==> config.mk <==
export PLATFORM = sky130hd
export DESIGN_NAME = run_ctrl
export DESIGN_NICKNAME = d
export VERILOG_FILES = /design/src/rtl/run_ctrl.sv
export SDC_FILE = /design/constraint.sdc
export NUM_CORES = 1
export LEC_CHECK = 0
export ABC_AREA = 0
export CORE_MARGIN = 2
export CORE_UTILIZATION = 40
export CTS_CLUSTER_DIAMETER = 100
export CTS_CLUSTER_SIZE = 30
export DETAILED_ROUTE_END_ITERATION = 6
export PLACE_DENSITY = 0.68
export SLEW_MARGIN = 20
export SYNTH_ARGS = -nofsm -noshare
export SYNTH_HDL_FRONTEND = slang
export SYNTH_SLANG_ARGS = --single-unit
==> constraint.sdc <==
create_clock -name Clk -period 1.95 [get_ports Clk]
set_input_delay 0.195 -clock Clk [delete_from_list [all_inputs] [get_ports Clk]]
set_output_delay 0.195 -clock Clk [all_outputs]
set_load 0.005 [all_outputs]
==> src/rtl/run_ctrl.sv <==
// run_ctrl: PC register and run/halt sequencer for the 3BC core.
// Optional single-step support is built when RUN_CTRL_STEP_EN is defined.
module run_ctrl #(
   parameter int              PC_W       = 10,
   parameter int              CNT_W      = 16,
   parameter logic [PC_W-1:0] START_ADDR = '0
) (
   input  logic             Clk,
   input  logic             Reset,
   input  logic             Start,
   input  logic             Halt,
   input  logic             BranchEn,
   input  logic             BranchRel,
   input  logic [PC_W-1:0]  Target,
   input  logic             Stall,
`ifdef RUN_CTRL_STEP_EN
   input  logic             StepMode,
   input  logic             Step,
`endif
   output logic [PC_W-1:0]  ProgCtr,
   output logic             CountEn,
   output logic             Done,
   output logic [CNT_W-1:0] CycleCount
);

   localparam logic [1:0] S_IDLE  = 2'd0;
   localparam logic [1:0] S_ARMED = 2'd1;
   localparam logic [1:0] S_RUN   = 2'd2;
   localparam logic [1:0] S_DONE  = 2'd3;

   logic [1:0]      state;
   logic            start_q;
   logic            start_fall;
   logic            adv;
   logic [PC_W-1:0] pc_next;

   assign start_fall = start_q & ~Start;

`ifdef RUN_CTRL_STEP_EN
   logic step_q;

   // Remember last Step level so only its rising edge advances
   always_ff @(posedge Clk) begin
      if (Reset) step_q <= 1'b0;
      else       step_q <= Step;
   end

   assign adv = ~StepMode | (Step & ~step_q);
`else
   assign adv = 1'b1;
`endif

   // Next sequential or branch address, wrapping modulo 2^PC_W
   always_comb begin
      pc_next = ProgCtr + PC_W'(1);
      if (BranchEn) begin
         if (BranchRel) pc_next = ProgCtr + Target;
         else           pc_next = Target;
      end
   end

   // Instruction is being consumed this cycle
   assign CountEn = (state == S_RUN) & ~Stall & adv;

   // Run/halt state machine with PC and cycle counter
   always_ff @(posedge Clk) begin
      if (Reset) begin
         state      <= S_IDLE;
         start_q    <= 1'b0;
         ProgCtr    <= START_ADDR;
         Done       <= 1'b0;
         CycleCount <= '0;
      end else begin
         start_q <= Start;
         case (state)
            S_IDLE, S_DONE: begin
               if (Start) begin
                  state      <= S_ARMED;
                  ProgCtr    <= START_ADDR;
                  CycleCount <= '0;
                  Done       <= 1'b0;
               end
            end
            S_ARMED: begin
               if (start_fall) state <= S_RUN;
            end
            S_RUN: begin
               if (Start) begin
                  state      <= S_ARMED;
                  ProgCtr    <= START_ADDR;
                  CycleCount <= '0;
               end else if (adv) begin
                  if (CycleCount != '1)
                     CycleCount <= CycleCount + CNT_W'(1);
                  if (Halt) begin
                     state <= S_DONE;
                     Done  <= 1'b1;
                  end else if (!Stall) begin
                     ProgCtr <= pc_next;
                  end
               end
            end
            default: state <= S_IDLE;
         endcase
      end
   end

endmodule

==> out/summary.txt, run 1 <==
Hold path start - Done
CTS Buffer Depth - 2
Arrival @ worst endpoint - 2.15 ns
Synth Flop Type - dfxtp_1
Net Sw Frac - 0.331
Max Cap Viol - 0
N_diodes - 0
Post-Synthesis Cells - 277
Slew HR - 0.710
Peak VDD IR - 0.671 mV
CP required - 2.17 ns
Tmin final - 1.93 ns
Post-synthesis compound-gate area fraction - 0.253
Hold Crit Class - register to register
Yosys warns - 0
Clk_lat worst skew - 0.27 ns
Initial Util - 0.417
Reg-to-Reg Start - ProgCtr[0]
Most frequent cells in the layout - 57 x buf_4, 42 x clkdlybuf4s50_1, 29 x nor2_1
Post-route ant nets - 0
Final wirelength - 6160 µm
TritonCTS clock tree - built
RSZ-0062 raised after global routing - yes
Post-synth top area share - 0.282
Hold depth - 2
Sw power - 0.000642 W
Syn avg cell area - 7.68 µm²
Fmax - 0.519 GHz
Clock share of power - 0.241
Core Box Area - 0.00511 mm²
WHS - 0.473 ns
Total track usage - 0.201
Static leakage - 1.24 nW
GP Congestion - 0.901
Post-synthesis mux area share - 0.0147
Main combinational cell family by area after synthesis - simple AND/OR/NAND/NOR gates
Post-Synth Simple-Gate Area - 0.260
Routed vias/inst - 5.37
Drt pass-1 iters - 4
Die X - 76.9 µm
Final slew viol count - 0
Crit Path Class - register to register
I/O pin total - 45
Die height - 76.9 µm
FF-to-FF path depth - 9
Pin count of the biggest net entering global routing - 13
Status - finished, final reports clean
CTS Sinks - 30
Ys async rst share - 0
Mapped Area - 0.00213 mm²
H-tree levels - 2
Sequential area share after synthesis - 0.282
Filler cells - 465
First-pass GRT wire length - 10000 µm
Placed cell count - 439
Die area - 0.00592 mm²
Total congestion overflow - 0
Starting DRC count in detailed routing - 167
Final Cell Area - 0.00331 mm²
Drt drc - 0
Fraction of layout instances using a drive strength above 1 - 0.267
Largest area contributor in the netlist - dfxtp_1
Final setup violation count - 0
Power Dens Cells - 586 mW/mm²
Synth-to-layout area growth - 55.7%
Clock-pin slew on the worst setup and hold paths - 0.07 ns
Most common cell after layout, fill and taps aside - buf_4
Post-synth EDFFs - 0
Via count - 2404
Cell row count - 26
Sequential Power Share - 0.354
Register bit total from synthesis - 30
Post-Synth Adder-Cell Area - 0.0917
Comb power frac - 0.405
CP Launch Type - register
Cell Area, Placed - 0.00307 mm²
Final-stage net count - 410
Worst Skew - 0.00462 ns
Final std cells w/o fill - 448
Hold endpoint - Done
Antenna violations before repair - 0
Worst slack, placed - -0.537 ns
Top area cells in the synthesized netlist - dfxtp_1 28%, ha_1 8.2%, o21ai_0 5.4%
Post-synthesis cell type count - 51
Xor and xnor fraction of the mapped netlist area - 0.0535
Period utilisation layout - 0.987
Final hold violation count - 0
Port Buf Inserts - 44
Routed WL per cell - 13.8 µm
Pint - 0.00130 W
Reg-to-reg endpoint - ProgCtr[6]
Hpwl dp - 4580 µm
Worst setup margin - 0.0247 ns
Worst-Margin Slew - 0.434 ns
Net Count, Synth - 309
Fin util - 0.649
Max FO, Critical Path - 3
Root Driver - clkbuf_8
Clock buffer count from CTS - 5
Vias in the first global route - 2225
Worst Setup End Kind - register
Slack of the worst reg-to-reg path - 0.02 ns
==> synthesized netlist by cell type (5+ instances only) <==
master    number
nor2_1        29
nand3_1        9
inv_1         18
clkbuf_1       5
or3_1          6
a21oi_1       20
ha_1          14
dfxtp_1       30
nor2b_1        8
nor3_1        14
nand2_1       24
xor2_1         5
xnor2_1        8
o21ai_0       23
==> worst max-delay path: stages (launching register included) <==
cell and delay (ns):
dfxtp_2 0.35, ha_4 0.14, inv_2 0.03, fa_2 0.36
nor2b_4 0.17, o2111ai_4 0.16, and4_1 0.18, o311a_1 0.30
a21oi_2 0.10, a21o_1 0.08
==> kinds of logic (layout without fill, tap and decap cells) <==
family / after synthesis / in the layout
buffers and inverters: 25 / 126
AO/OA/AOI/OAI: 81 / 81
flip-flops: 30 / 30
XOR/XNOR: 13 / 13
multiplexers: 3 / 3
adder cells (fa/ha/maj): 15 / 15
AND/OR/NAND/NOR: 110 / 110
==> state kept, by name (all words and copies together), names as in the netlist <==
signal      cells
Done            1
CycleCount     16
ProgCtr        10
start_q         1
state           2
==> repair_timing <==
item	4_1_cts	5_1_grt
setup endpoints to repair	8	19
pin swaps	9	14
endpoints found under the hold margin	0	0
buffers inserted	1	1
hold buffers	0	0
resized for setup	15	26
==> worst max path at each step <==
stage | startpoint | end | slack [ns] | depth (start not counted)
global placement | Target[0] | ProgCtr[6] | -0.43 | 10
floorplan | ProgCtr[0] | ProgCtr[6] | -0.05 | 9
finish | ProgCtr[0] | ProgCtr[6] | 0.02 | 9
detailed placement | Target[1] | ProgCtr[9] | -0.54 | 8
CTS | ProgCtr[0] | ProgCtr[6] | 0.004 | 9
global route | ProgCtr[0] | ProgCtr[6] | -0.07 | 9
==> layer usage <==
metal,global-route usage,vias up,wire length (µm)
met4,0.0455,0,45
met5,0,-,0
met3,0.0329,4,244
li1,-,1220,-
met2,0.345,48,2950
met1,0.264,1132,2920
==> power by group through the flow <==
stage | clock (W) | combinational (W) | sequential, W
finish | 0.000469 | 0.000787 | 0.000687
global placement | 0 | 0.000717 | 0.000691
detailed placement | 0 | 0.000722 | 0.000693
global route | 0.000508 | 0.000862 | 0.000691
floorplan | 0 | 0.000411 | 0.000695
CTS | 0.000473 | 0.000731 | 0.000680
==> metrics by stage <==
step | power (W) | TNS [ns]
finish | 0.00194 | 0
global route | 0.00206 | -0.240
CTS | 0.00188 | 0
detailed placement | 0.00141 | -2.92
global placement | 0.00141 | -2.46
floorplan | 0.00111 | -0.0610
==> cell type report <==
type | count | area (µm²) | share of cell area
clock buffer | 7 | 76.3 | 0.0230
inverter | 18 | 67.6 | 0.0204
multi-input combinational | 222 | 1610 | 0.486
sequential | 30 | 606 | 0.183
tap | 70 | 87.6 | 0.0264
timing repair buffer | 101 | 866 | 0.261
Note: power is estimated with default switching activity, not from simulation.
==> run 2: changes to the inputs <==
--- a/config.mk
+++ b/config.mk
@@ -6,7 +6,7 @@
 export NUM_CORES = 1
 export LEC_CHECK = 0
 export ABC_AREA = 0
-export CORE_MARGIN = 2
+export CORE_MARGIN = 1.5
 export CORE_UTILIZATION = 40
 export CTS_CLUSTER_DIAMETER = 100
 export CTS_CLUSTER_SIZE = 30
==> run 2 against run 1 <==
Net effect: maximum frequency shrank 0.75%; highest routed layer unchanged; non-clock buffer count grew 2; die area shrank 2.6%; first-iteration DRC count shrank 3.6%; flip-flop and latch count is the same; setup slack lost 0.015 ns; utilization grew 0.54 points; clock power grew 4%; total power grew 2.9%; via count grew 1.8%; sequential power is essentially flat; sequential share of layout area shrank 0.11 points.
==> out/summary.txt, run 2 (synthesis gave the netlist of run 1 again) <==
Cell row count - 26 (unchanged)
Worst setup margin - 0.0102 ns (-0.0145 ns)
Most frequent cells in the layout - 59 x buf_4, 41 x clkdlybuf4s50_1, 28 x nor2_1
CP required - 2.18 ns (about the same)
Starting DRC count in detailed routing - 161 (-3.6%)
Initial Util - 0.417 (unchanged)
Static leakage - 1.27 nW (+2.1%)
Tmin final - 1.94 ns (+0.0145 ns)
Final slew viol count - 0 (unchanged)
Pin count of the biggest net entering global routing - 12 (-1)
Hpwl dp - 4790 µm (+4.6%)
Final-stage net count - 412 (+0.49%)
Worst Skew - 0.00486 ns (+0.000240 ns)
Synth-to-layout area growth - 57.0%
Vias in the first global route - 2245 (+0.90%)
Worst slack, placed - -0.564 ns (-0.0262 ns)
First-pass GRT wire length - 10400 µm (+3.5%)
Antenna violations before repair - 0 (unchanged)
Clock buffer count from CTS - 5 (unchanged)
Fin util - 0.654 (+0.00539)
Filler cells - 443 (-4.7%)
TritonCTS clock tree - built
Max FO, Critical Path - 3 (unchanged)
Sum Neg Setup Slack - 0 ns (unchanged)
Hold depth - 2 (unchanged)
Post-route ant nets - 0 (unchanged)
Port Buf Inserts - 44 (unchanged)
Root Driver - clkbuf_8
Total power - 0.00200 W (+2.9%)
Peak VDD IR - 0.783 mV (+17%)
Worst Setup End Kind - register
Period utilisation layout - 0.995 (+0.00745)
Max Cap Viol - 0 (unchanged)
Final wirelength - 6270 µm (+1.7%)
Cts-stage hold buffer count - 0 (unchanged)
Arrival @ worst endpoint - 2.17 ns (+0.02 ns)
RSZ-0062 raised after global routing - yes
Slack of the worst reg-to-reg path - 0.01 ns (about the same)
Most common cell after layout, fill and taps aside - buf_4
Worst-Margin Slew - 0.324 ns (-0.110 ns)
Clk_lat worst skew - 0.28 ns (about the same)
Routed WL per cell - 14.0 µm (+1.5%)
Drt drc - 0 (unchanged)
Crit Path Class - register to register
CTS Sinks - 30 (unchanged)
Die X - 75.9 µm (-1.3%)
Hold Crit Class - register to register
Power Dens Cells - 598 mW/mm² (+2.0%)
H-tree levels - 2 (unchanged)
Via count - 2448 (+1.8%)
Clock-pin slew on the worst setup and hold paths - 0.06 ns (about the same)
CTS Buffer Depth - 2 (unchanged)
Leading registers by flop count - CycleCount x16, ProgCtr x10, state x2
Placed cell count - 438 (-0.23%)
Die area - 0.00577 mm² (-2.6%)
Fmax - 0.516 GHz (-0.75%)
I/O pin total - 45 (unchanged)
Core Box Area - 0.00511 mm² (unchanged)
Total track usage - 0.216 (+0.0155)
Max reg flops - 16 (unchanged)
GP Congestion - 0.892 (-1.0%)
Final hold violation count - 0 (unchanged)
Total congestion overflow - 0 (unchanged)
CP Launch Type - register
Die height - 75.9 µm (-1.3%)
FF-to-FF path depth - 9 (unchanged)
Routed vias/inst - 5.45 (+1.6%)
Status - finished, final reports clean
Drt pass-1 iters - 4 (unchanged)
Fraction of layout instances using a drive strength above 1 - 0.269 (+0.00193)
Final std cells w/o fill - 449 (+0.22%)
Reg with most FFs - CycleCount
N_diodes - 0 (unchanged)
Slew HR - 0.782 (+0.0718)
Final setup violation count - 0 (unchanged)
run 2: cell types whose count changed in the layout (fill, tap and decap cells not counted), sizes merged:
cell           delta
clkdlybuf4s50     -1
clkbuf            -1
dlymetal6s2s      +1
buf               +2
run 2: what timing repair did:
item,in CTS,in global routing
setup endpoints to repair,8,23
pin swaps,10,12
setup buffers,2,3
gates resized for setup,16,24
run 2: worst max-delay path, stage by stage, from the launching register on:
cell       delay [ns]
dfxtp_2          0.35
ha_4             0.13
inv_2            0.03
fa_2             0.37
nor2b_4          0.17
o2111ai_4        0.13
and4_1           0.22
o311a_1          0.28
a21oi_1          0.12
a21o_1           0.09
run 2: through the flow:
| step | cell area (µm²) | hold WS, ns |
|---|---|---|
| global route | 3340 | 0.507 |
| detailed placement | 3060 | 0.469 |
| CTS | 3220 | 0.481 |
| global placement | 3060 | 0.460 |
| floorplan | 2150 | 0.323 |
| finish | 3340 | 0.474 |
run 2: routing by layer:
layer	track usage	wire [µm]
met3	0.0446	256
met4	0.0796	129
met1	0.271	2820
met5	0	0
met2	0.367	3060
run 2: worst paths after layout:
kind                 to  startpoint
max          ProgCtr[6]  ProgCtr[0]
min                Done        Done
max reg2reg  ProgCtr[6]  ProgCtr[0]
min reg2reg        Done        Done
run 2: layout make-up:
type                       count  area, µm²  share of cell area
multi-input combinational    222       1610               0.483
timing repair buffer         103        883               0.264
sequential                    30        607               0.182
tap                           70       87.6              0.0262
clock buffer                   6       82.6              0.0247
inverter                      18       67.6              0.0202
run 2: power by group:
group / switching, W / leakage, nW / internal, W
Sequential: 0.0000314 / 0.245 / 0.000654
Combinational: 0.000402 / 0.982 / 0.000425
Clock: 0.000216 / 0.0431 / 0.000271
